`src/rtl/ram_rw_master_pkg.sv`:
```
// Shared types and helpers for the RAM read/write master: FSM states, access sizes,
// byte-mask table and alignment check.
package ram_rw_master_pkg;

   typedef enum logic [1:0] {
      StIdle  = 2'd0,
      StIssue = 2'd1,
      StWait  = 2'd2
   } state_e;

   localparam logic [1:0] SizeByte  = 2'd0;
   localparam logic [1:0] SizeHalf  = 2'd1;
   localparam logic [1:0] SizeWord  = 2'd2;
   localparam logic [1:0] SizeDword = 2'd3;

   // Fetches always go out to the RAM as 32-bit reads.
   localparam logic [2:0] FetchRamSize = 3'd2;

   localparam logic GrantFetch = 1'b0;
   localparam logic GrantData  = 1'b1;

   function automatic logic [7:0] size_mask(input logic [1:0] size);
      logic [7:0] mask;
      case (size)
         SizeByte: mask = 8'h01;
         SizeHalf: mask = 8'h03;
         SizeWord: mask = 8'h0F;
         default:  mask = 8'hFF;
      endcase
      return mask;
   endfunction

   function automatic logic misaligned(input logic [2:0] offset, input logic [1:0] size);
      logic bad;
      case (size)
         SizeByte: bad = 1'b0;
         SizeHalf: bad = offset[0];
         SizeWord: bad = |offset[1:0];
         default:  bad = |offset;
      endcase
      return bad;
   endfunction

endpackage

```
`src/rtl/ram_lane_align.sv`:
```
// Combinational lane steering: shifts store data/mask into byte lanes and extracts,
// truncates and sign/zero-extends load data.
module ram_lane_align
   import ram_rw_master_pkg::*;
(
   input  logic [2:0]  offset,
   input  logic [1:0]  size,
   input  logic        we,
   input  logic        is_unsigned,
   input  logic [63:0] st_data,
   input  logic [63:0] ld_raw,
   output logic [63:0] st_wdata,
   output logic [7:0]  st_wmask,
   output logic [63:0] ld_data
);

   logic [5:0]  shamt;
   logic [63:0] ld_shifted;

   assign shamt = {offset, 3'b000};

   always_comb begin
      st_wdata   = st_data << shamt;
      st_wmask   = we ? (size_mask(size) << offset) : 8'h00;
      ld_shifted = ld_raw >> shamt;
      ld_data    = ld_shifted;
      case (size)
         SizeByte: ld_data = is_unsigned ? {56'd0, ld_shifted[7:0]}
                                         : {{56{ld_shifted[7]}}, ld_shifted[7:0]};
         SizeHalf: ld_data = is_unsigned ? {48'd0, ld_shifted[15:0]}
                                         : {{48{ld_shifted[15]}}, ld_shifted[15:0]};
         SizeWord: ld_data = is_unsigned ? {32'd0, ld_shifted[31:0]}
                                         : {{32{ld_shifted[31]}}, ld_shifted[31:0]};
         default:  ld_data = ld_shifted;
      endcase
   end

endmodule

```
`src/rtl/ram_rw_master.sv`:
```
// Arbitrates an instruction-fetch port and a load/store port onto a single RAM
// read/write channel, one outstanding transaction at a time.
module ram_rw_master
   import ram_rw_master_pkg::*;
#(
   parameter int unsigned RR_ARB = 0
) (
   input  logic        clock,
   input  logic        reset,
   input  logic        if_req_valid,
   output logic        if_req_ready,
   input  logic [63:0] if_addr,
   output logic        if_rsp_valid,
   output logic [31:0] if_instr,
   output logic        if_err,
   input  logic        ls_req_valid,
   output logic        ls_req_ready,
   input  logic        ls_we,
   input  logic [63:0] ls_addr,
   input  logic [1:0]  ls_size,
   input  logic        ls_unsigned,
   input  logic [63:0] ls_wdata,
   output logic        ls_rsp_valid,
   output logic [63:0] ls_rdata,
   output logic        ls_err,
   output logic        ram_rw_cen_o,
   output logic        ram_rw_wen_o,
   output logic [63:0] ram_rw_addr_o,
   output logic [63:0] ram_rw_wdata_o,
   output logic [7:0]  ram_rw_wmask_o,
   output logic [2:0]  ram_rw_size_o,
   input  logic        ram_rw_ready_i,
   input  logic [63:0] ram_rw_data_i
);

   state_e      state_q, state_d;
   logic        grant_q, grant_d;
   logic        we_q, we_d;
   logic [63:0] addr_q, addr_d;
   logic [1:0]  size_q, size_d;
   logic        uns_q, uns_d;
   logic [63:0] wdata_q, wdata_d;
   logic        fetch_q, fetch_d;

   logic        if_rsp_valid_q, if_rsp_valid_d;
   logic [31:0] if_instr_q, if_instr_d;
   logic        if_err_q, if_err_d;
   logic        ls_rsp_valid_q, ls_rsp_valid_d;
   logic [63:0] ls_rdata_q, ls_rdata_d;
   logic        ls_err_q, ls_err_d;

   logic        idle, issue, ls_pref, choose_ls, ls_accept, if_accept;
   logic [63:0] st_wdata, ld_data;
   logic [7:0]  st_wmask;

   assign idle  = (state_q == StIdle) && !reset;
   assign issue = (state_q == StIssue) && !reset;

   // The data port keeps priority unless round-robin is on and it won last time.
   assign ls_pref   = (RR_ARB == 0) || (grant_q == GrantFetch);
   assign choose_ls = if_req_valid ? (ls_req_valid && ls_pref) : 1'b1;

   assign ls_req_ready = idle && choose_ls;
   assign if_req_ready = idle && !choose_ls;
   assign ls_accept    = ls_req_valid && ls_req_ready;
   assign if_accept    = if_req_valid && if_req_ready;

   ram_lane_align u_align (
      .offset      (addr_q[2:0]),
      .size        (size_q),
      .we          (we_q),
      .is_unsigned (uns_q),
      .st_data     (wdata_q),
      .ld_raw      (ram_rw_data_i),
      .st_wdata    (st_wdata),
      .st_wmask    (st_wmask),
      .ld_data     (ld_data)
   );

   always_comb begin
      state_d        = state_q;
      grant_d        = grant_q;
      we_d           = we_q;
      addr_d         = addr_q;
      size_d         = size_q;
      uns_d          = uns_q;
      wdata_d        = wdata_q;
      fetch_d        = fetch_q;
      if_rsp_valid_d = 1'b0;
      if_instr_d     = if_instr_q;
      if_err_d       = if_err_q;
      ls_rsp_valid_d = 1'b0;
      ls_rdata_d     = ls_rdata_q;
      ls_err_d       = ls_err_q;
      case (state_q)
         StIdle: begin
            if (ls_accept) begin
               grant_d = GrantData;
               if (misaligned(ls_addr[2:0], ls_size)) begin
                  ls_rsp_valid_d = 1'b1;
                  ls_err_d       = 1'b1;
                  ls_rdata_d     = '0;
               end else begin
                  we_d    = ls_we;
                  addr_d  = ls_addr;
                  size_d  = ls_size;
                  uns_d   = ls_unsigned;
                  wdata_d = ls_wdata;
                  fetch_d = 1'b0;
                  state_d = StIssue;
               end
            end else if (if_accept) begin
               grant_d = GrantFetch;
               if (misaligned(if_addr[2:0], SizeWord)) begin
                  if_rsp_valid_d = 1'b1;
                  if_err_d       = 1'b1;
                  if_instr_d     = '0;
               end else begin
                  we_d    = 1'b0;
                  addr_d  = if_addr;
                  size_d  = SizeWord;
                  uns_d   = 1'b0;
                  wdata_d = '0;
                  fetch_d = 1'b1;
                  state_d = StIssue;
               end
            end
         end
         StIssue: state_d = StWait;
         StWait: begin
            if (ram_rw_ready_i) begin
               state_d = StIdle;
               if (fetch_q) begin
                  if_rsp_valid_d = 1'b1;
                  if_err_d       = 1'b0;
                  if_instr_d     = addr_q[2] ? ram_rw_data_i[63:32] : ram_rw_data_i[31:0];
               end else begin
                  ls_rsp_valid_d = 1'b1;
                  ls_err_d       = 1'b0;
                  ls_rdata_d     = we_q ? 64'd0 : ld_data;
               end
            end
         end
         default: state_d = StIdle;
      endcase
   end

   always_ff @(posedge clock) begin
      if (reset) begin
         state_q        <= StIdle;
         grant_q        <= GrantData;
         we_q           <= 1'b0;
         addr_q         <= '0;
         size_q         <= '0;
         uns_q          <= 1'b0;
         wdata_q        <= '0;
         fetch_q        <= 1'b0;
         if_rsp_valid_q <= 1'b0;
         if_instr_q     <= '0;
         if_err_q       <= 1'b0;
         ls_rsp_valid_q <= 1'b0;
         ls_rdata_q     <= '0;
         ls_err_q       <= 1'b0;
      end else begin
         state_q        <= state_d;
         grant_q        <= grant_d;
         we_q           <= we_d;
         addr_q         <= addr_d;
         size_q         <= size_d;
         uns_q          <= uns_d;
         wdata_q        <= wdata_d;
         fetch_q        <= fetch_d;
         if_rsp_valid_q <= if_rsp_valid_d;
         if_instr_q     <= if_instr_d;
         if_err_q       <= if_err_d;
         ls_rsp_valid_q <= ls_rsp_valid_d;
         ls_rdata_q     <= ls_rdata_d;
         ls_err_q       <= ls_err_d;
      end
   end

   // Outputs are forced low while reset is held, before the registers have cleared.
   assign if_rsp_valid   = if_rsp_valid_q && !reset;
   assign if_instr       = reset ? 32'd0 : if_instr_q;
   assign if_err         = if_err_q && !reset;
   assign ls_rsp_valid   = ls_rsp_valid_q && !reset;
   assign ls_rdata       = reset ? 64'd0 : ls_rdata_q;
   assign ls_err         = ls_err_q && !reset;
   assign ram_rw_cen_o   = issue;
   assign ram_rw_wen_o   = issue && we_q;
   assign ram_rw_addr_o  = issue ? addr_q : 64'd0;
   assign ram_rw_wdata_o = issue ? st_wdata : 64'd0;
   assign ram_rw_wmask_o = issue ? st_wmask : 8'h00;
   assign ram_rw_size_o  = !issue ? 3'd0 : (fetch_q ? FetchRamSize : {1'b0, size_q});

endmodule

```
`config.mk`:
```
export PLATFORM = sky130hd
export DESIGN_NAME = ram_rw_master
export DESIGN_NICKNAME = d
export VERILOG_FILES = /design/src/rtl/ram_rw_master_pkg.sv /design/src/rtl/ram_lane_align.sv /design/src/rtl/ram_rw_master.sv
export SDC_FILE = /design/constraint.sdc
export NUM_CORES = 1
export LEC_CHECK = 0
export CELL_PAD_IN_SITES_DETAIL_PLACEMENT = 1
export CELL_PAD_IN_SITES_GLOBAL_PLACEMENT = 1
export CORE_MARGIN = 3
export CORE_UTILIZATION = 30
export DETAILED_ROUTE_END_ITERATION = 7
export PLACE_DENSITY = 0.77
export SYNTH_ARGS = -nofsm -noshare
export SYNTH_HDL_FRONTEND = slang
export SYNTH_SLANG_ARGS = --single-unit
export TNS_END_PERCENT = 5
```
`constraint.sdc`:
```
create_clock -name clock -period 2 [get_ports clock]
set_input_delay 0.4 -clock clock [delete_from_list [all_inputs] [get_ports clock]]
set_output_delay 0.4 -clock clock [all_outputs]
set_load 0.02 [all_outputs]
```
==> results of run 1 <==
==> flip-flops by register name, indices dropped and copies added, names as in the netlist, 2 cells and up <==
signal and cells:
ls_rdata_q 64, addr_q 64, if_instr_q 32, state_q 2, wdata_q 64, size_q 2
==> final timing paths <==
check | slack [ns] | to | cells past startpoint | startpoint
max | -0.63 | ram_rw_wdata_o[56] | 9 | addr_q[0]$_SDFFE_PP0P_
min | 0.18 | size_q[1]$_SDFFE_PP0P_ | 3 | reset
max reg2reg | -0.31 | ls_rdata_q[40]$_SDFFE_PP0P_ | 10 | addr_q[0]$_SDFFE_PP0P_
min reg2reg | 0.49 | if_instr_q[21]$_SDFFE_PP0P_ | 2 | if_instr_q[21]$_SDFFE_PP0P_
==> through the flow <==
step	area, µm²	hold WS (ns)	utilization (%)	setup TNS [ns]
5_1_grt	24100	0.173	52.7	-88.09
4_1_cts	23300	0.155	51.1	-69.13
2_1_floorplan	14000	0.449	-	-1.49
3_5_place_dp	21900	0.475	48.0	-153.45
3_3_place_gp	21900	0.465	48.0	-141.75
6_report	24100	0.179	52.7	-71.71
==> logic make-up after synthesis <==
group | share of synthesized area, %
compound gates | 17.9
buf+inv | 5.45
flops | 33.8
mux | 21.4
other cells | 0.0269
simple gates | 21.5
==> routing by layer <==
layer / part of all wire, % / track usage (%) / vias up / routed length, µm
met4: 4.1 / 9.02 / 2 / 3010
met1: 40 / 34.3 / 7998 / 29400
met2: 50 / 50.1 / 610 / 36600
met5: 0.015 / 0 / - / 11
li1: - / - / 7301 / -
met3: 5.6 / 4.25 / 146 / 4130
==> power breakdown <==
part | switching [mW] | internal (mW) | total, mW
Sequential | 0.156 | 4.86 | 5.02
Clock | 2.22 | 3.19 | 5.41
Combinational | 1.73 | 1.80 | 3.53
==> critical path, stage by stage, from the launching register on <==
cell and delay [ns]:
dfxtp_4 0.40, buf_8 0.14, buf_6 0.11, buf_4 0.14, mux2i_1 0.11, o21ai_1 0.12, buf_4 0.17, mux2i_1 0.07
nor2_1 0.21, buf_4 0.19
==> cells in the final DEF, fill, tap and decap left out, types with 7 or more instances in the layout <==
cell type / count
buf_4: 309
clkdlybuf4s50_1: 270
dfxtp_1: 229
nor2_1: 224
mux2i_1: 171
buf_6: 122
nand2_1: 94
nor2b_1: 90
dlygate4sd2_1: 84
a21oi_1: 73
a22oi_1: 69
a211oi_1: 67
and2_4: 49
mux4_2: 39
nor3_1: 37
buf_12: 35
o2bb2ai_1: 31
clkbuf_16: 31
and2_1: 28
nor2b_2: 22
mux2_2: 20
buf_2: 18
o21ai_1: 13
o21ai_2: 11
a211oi_2: 10
o22ai_1: 10
nand2_2: 9
nor2_2: 9
a22oi_2: 9
nand3_1: 9
nand4_1: 8
a211o_1: 8
clkinv_2: 8
and3_4: 7
a31oi_1: 7
buf_8: 7
==> area by class of cell <==
type	instances	area (µm²)
Antenna cell	2	5.00
Clock buffer	36	792
Clock inverter	16	171
Fill cell	5197	21600
Inverter	11	63.8
Multi-Input combinational cell	1224	9220
Sequential cell	235	4720
Tap cell	600	751
Timing Repair Buffer	864	8350
==> what timing repair did <==
action | 4_1_cts | 5_1_grt
setup endpoints to repair | 305 | 270
buffers inserted | 14 | 21
pin swaps | 33 | 52
cloned | 6 | 1
resized for setup | 880 | 209
==> impl_metrics.json, run 1 <==
{
  "endpoint_kind": "output port",
  "start_util_pct": 30.5,
  "netlist_area_um2": 13900,
  "yosysWarnings": 0,
  "final_cells": 2988,
  "area_growth_pct": 72.7,
  "drc": 0,
  "nets": 2629,
  "place.port_buffers": 506,
  "synthTopCellsByArea": "dfxtp_1 (34%), mux2i_1 (13%), nor2_1 (6.4%)",
  "hold_class": "in2reg",
  "htreeDepth": 1,
  "fin_crit_ns": 2.63,
  "power.density_cell_area_nw_per_um2": 580,
  "drive_above_1_share_pct": 33.9,
  "clk_path_buf_depth": 3,
  "tightest_slew_ns": 0.694,
  "ant_nets": 0,
  "grt_max_degree": 97,
  "drt_pre_antenna_iters": 5,
  "arrival_ns": 2.23,
  "vias_per_cell": 5.37,
  "cp_max_fo": 7,
  "cts_tree": "done",
  "dp_cells": 2894,
  "synth_edf_count": 0,
  "die_w_um": 222,
  "cts_buffers": 28,
  "synth_common_cells": "nor2_1 (237), dfxtp_1 (235), mux2i_1 (177), nor2b_1 (114), nand2_1 (105)",
  "min_period_over_period_pct": 131,
  "ir_drop_v": 0.000519,
  "async_flop_share_pct": 0,
  "status": "finished, violations left",
  "syn_inst": 1631,
  "die_h_um": 222,
  "fp-row-count": 78,
  "clock_skew_ns": 0.0138,
  "syn_area_per_cell_um2": 8.55,
  "fp.dieArea_um2": 49100,
  "dpl_worst_slack_ns": -0.517,
  "finalHoldViolCount": 0,
  "wl_per_cell_um": 24.5,
  "grt_usage_pct": 27.9,
  "setup_viol": 211,
  "critical_path_required_ns": 1.60,
  "grt_pass1_vias": 16931,
  "ys.flop_type": "dfxtp_1",
  "violations": "negative setup slack",
  "fmaxAchievable_mhz": 381,
  "synth_cell_types": 56,
  "antenna_found_initial": 3,
  "ioPinCount": 508,
  "path_class": "reg2out",
  "maxCapViolations": 0,
  "wirelength_um": 73100,
  "ys_ff_latch": 235,
  "vias": 16057,
  "post-synth-top-count-cell": "nor2_1",
  "rsz0062_at_grt": "yes",
  "slew_headroom_pct": 53.7,
  "syn-num-nets": 1896,
  "worst_slack_ns": -0.626,
  "core-area_um2": 45700,
  "p_leak_nw": 10.0,
  "synth-seq-area-share_pct": 33.8,
  "first_iter_violations": 940,
  "cts.hold.buffers_added": 0,
  "cts.reportedPaths.clkPinSlew_ns": 0.06,
  "synth_top_area_share_pct": 33.8,
  "clock_sinks": 235,
  "power_mw": 14.0,
  "clk_latency_ns": 0.56,
  "cp-start-kind": "flop",
  "hpwl_um": 55000,
  "grt_pass1_wl_um": 107000,
  "gr-total-overflow": 0,
  "slew_viol_final": 0,
  "yosysTopAreaCell": "dfxtp_1",
  "place.gp.congestion": 0.943,
  "root_buffer": "clkbuf_16"
}
(Power assumes the default switching activity.)
==> inputs of run 2 (changes only) <==
- SLEW_MARGIN: default -> 10
==> results of run 2 <==
No change in the layout: final DEF, timing and power equal those of run 1.
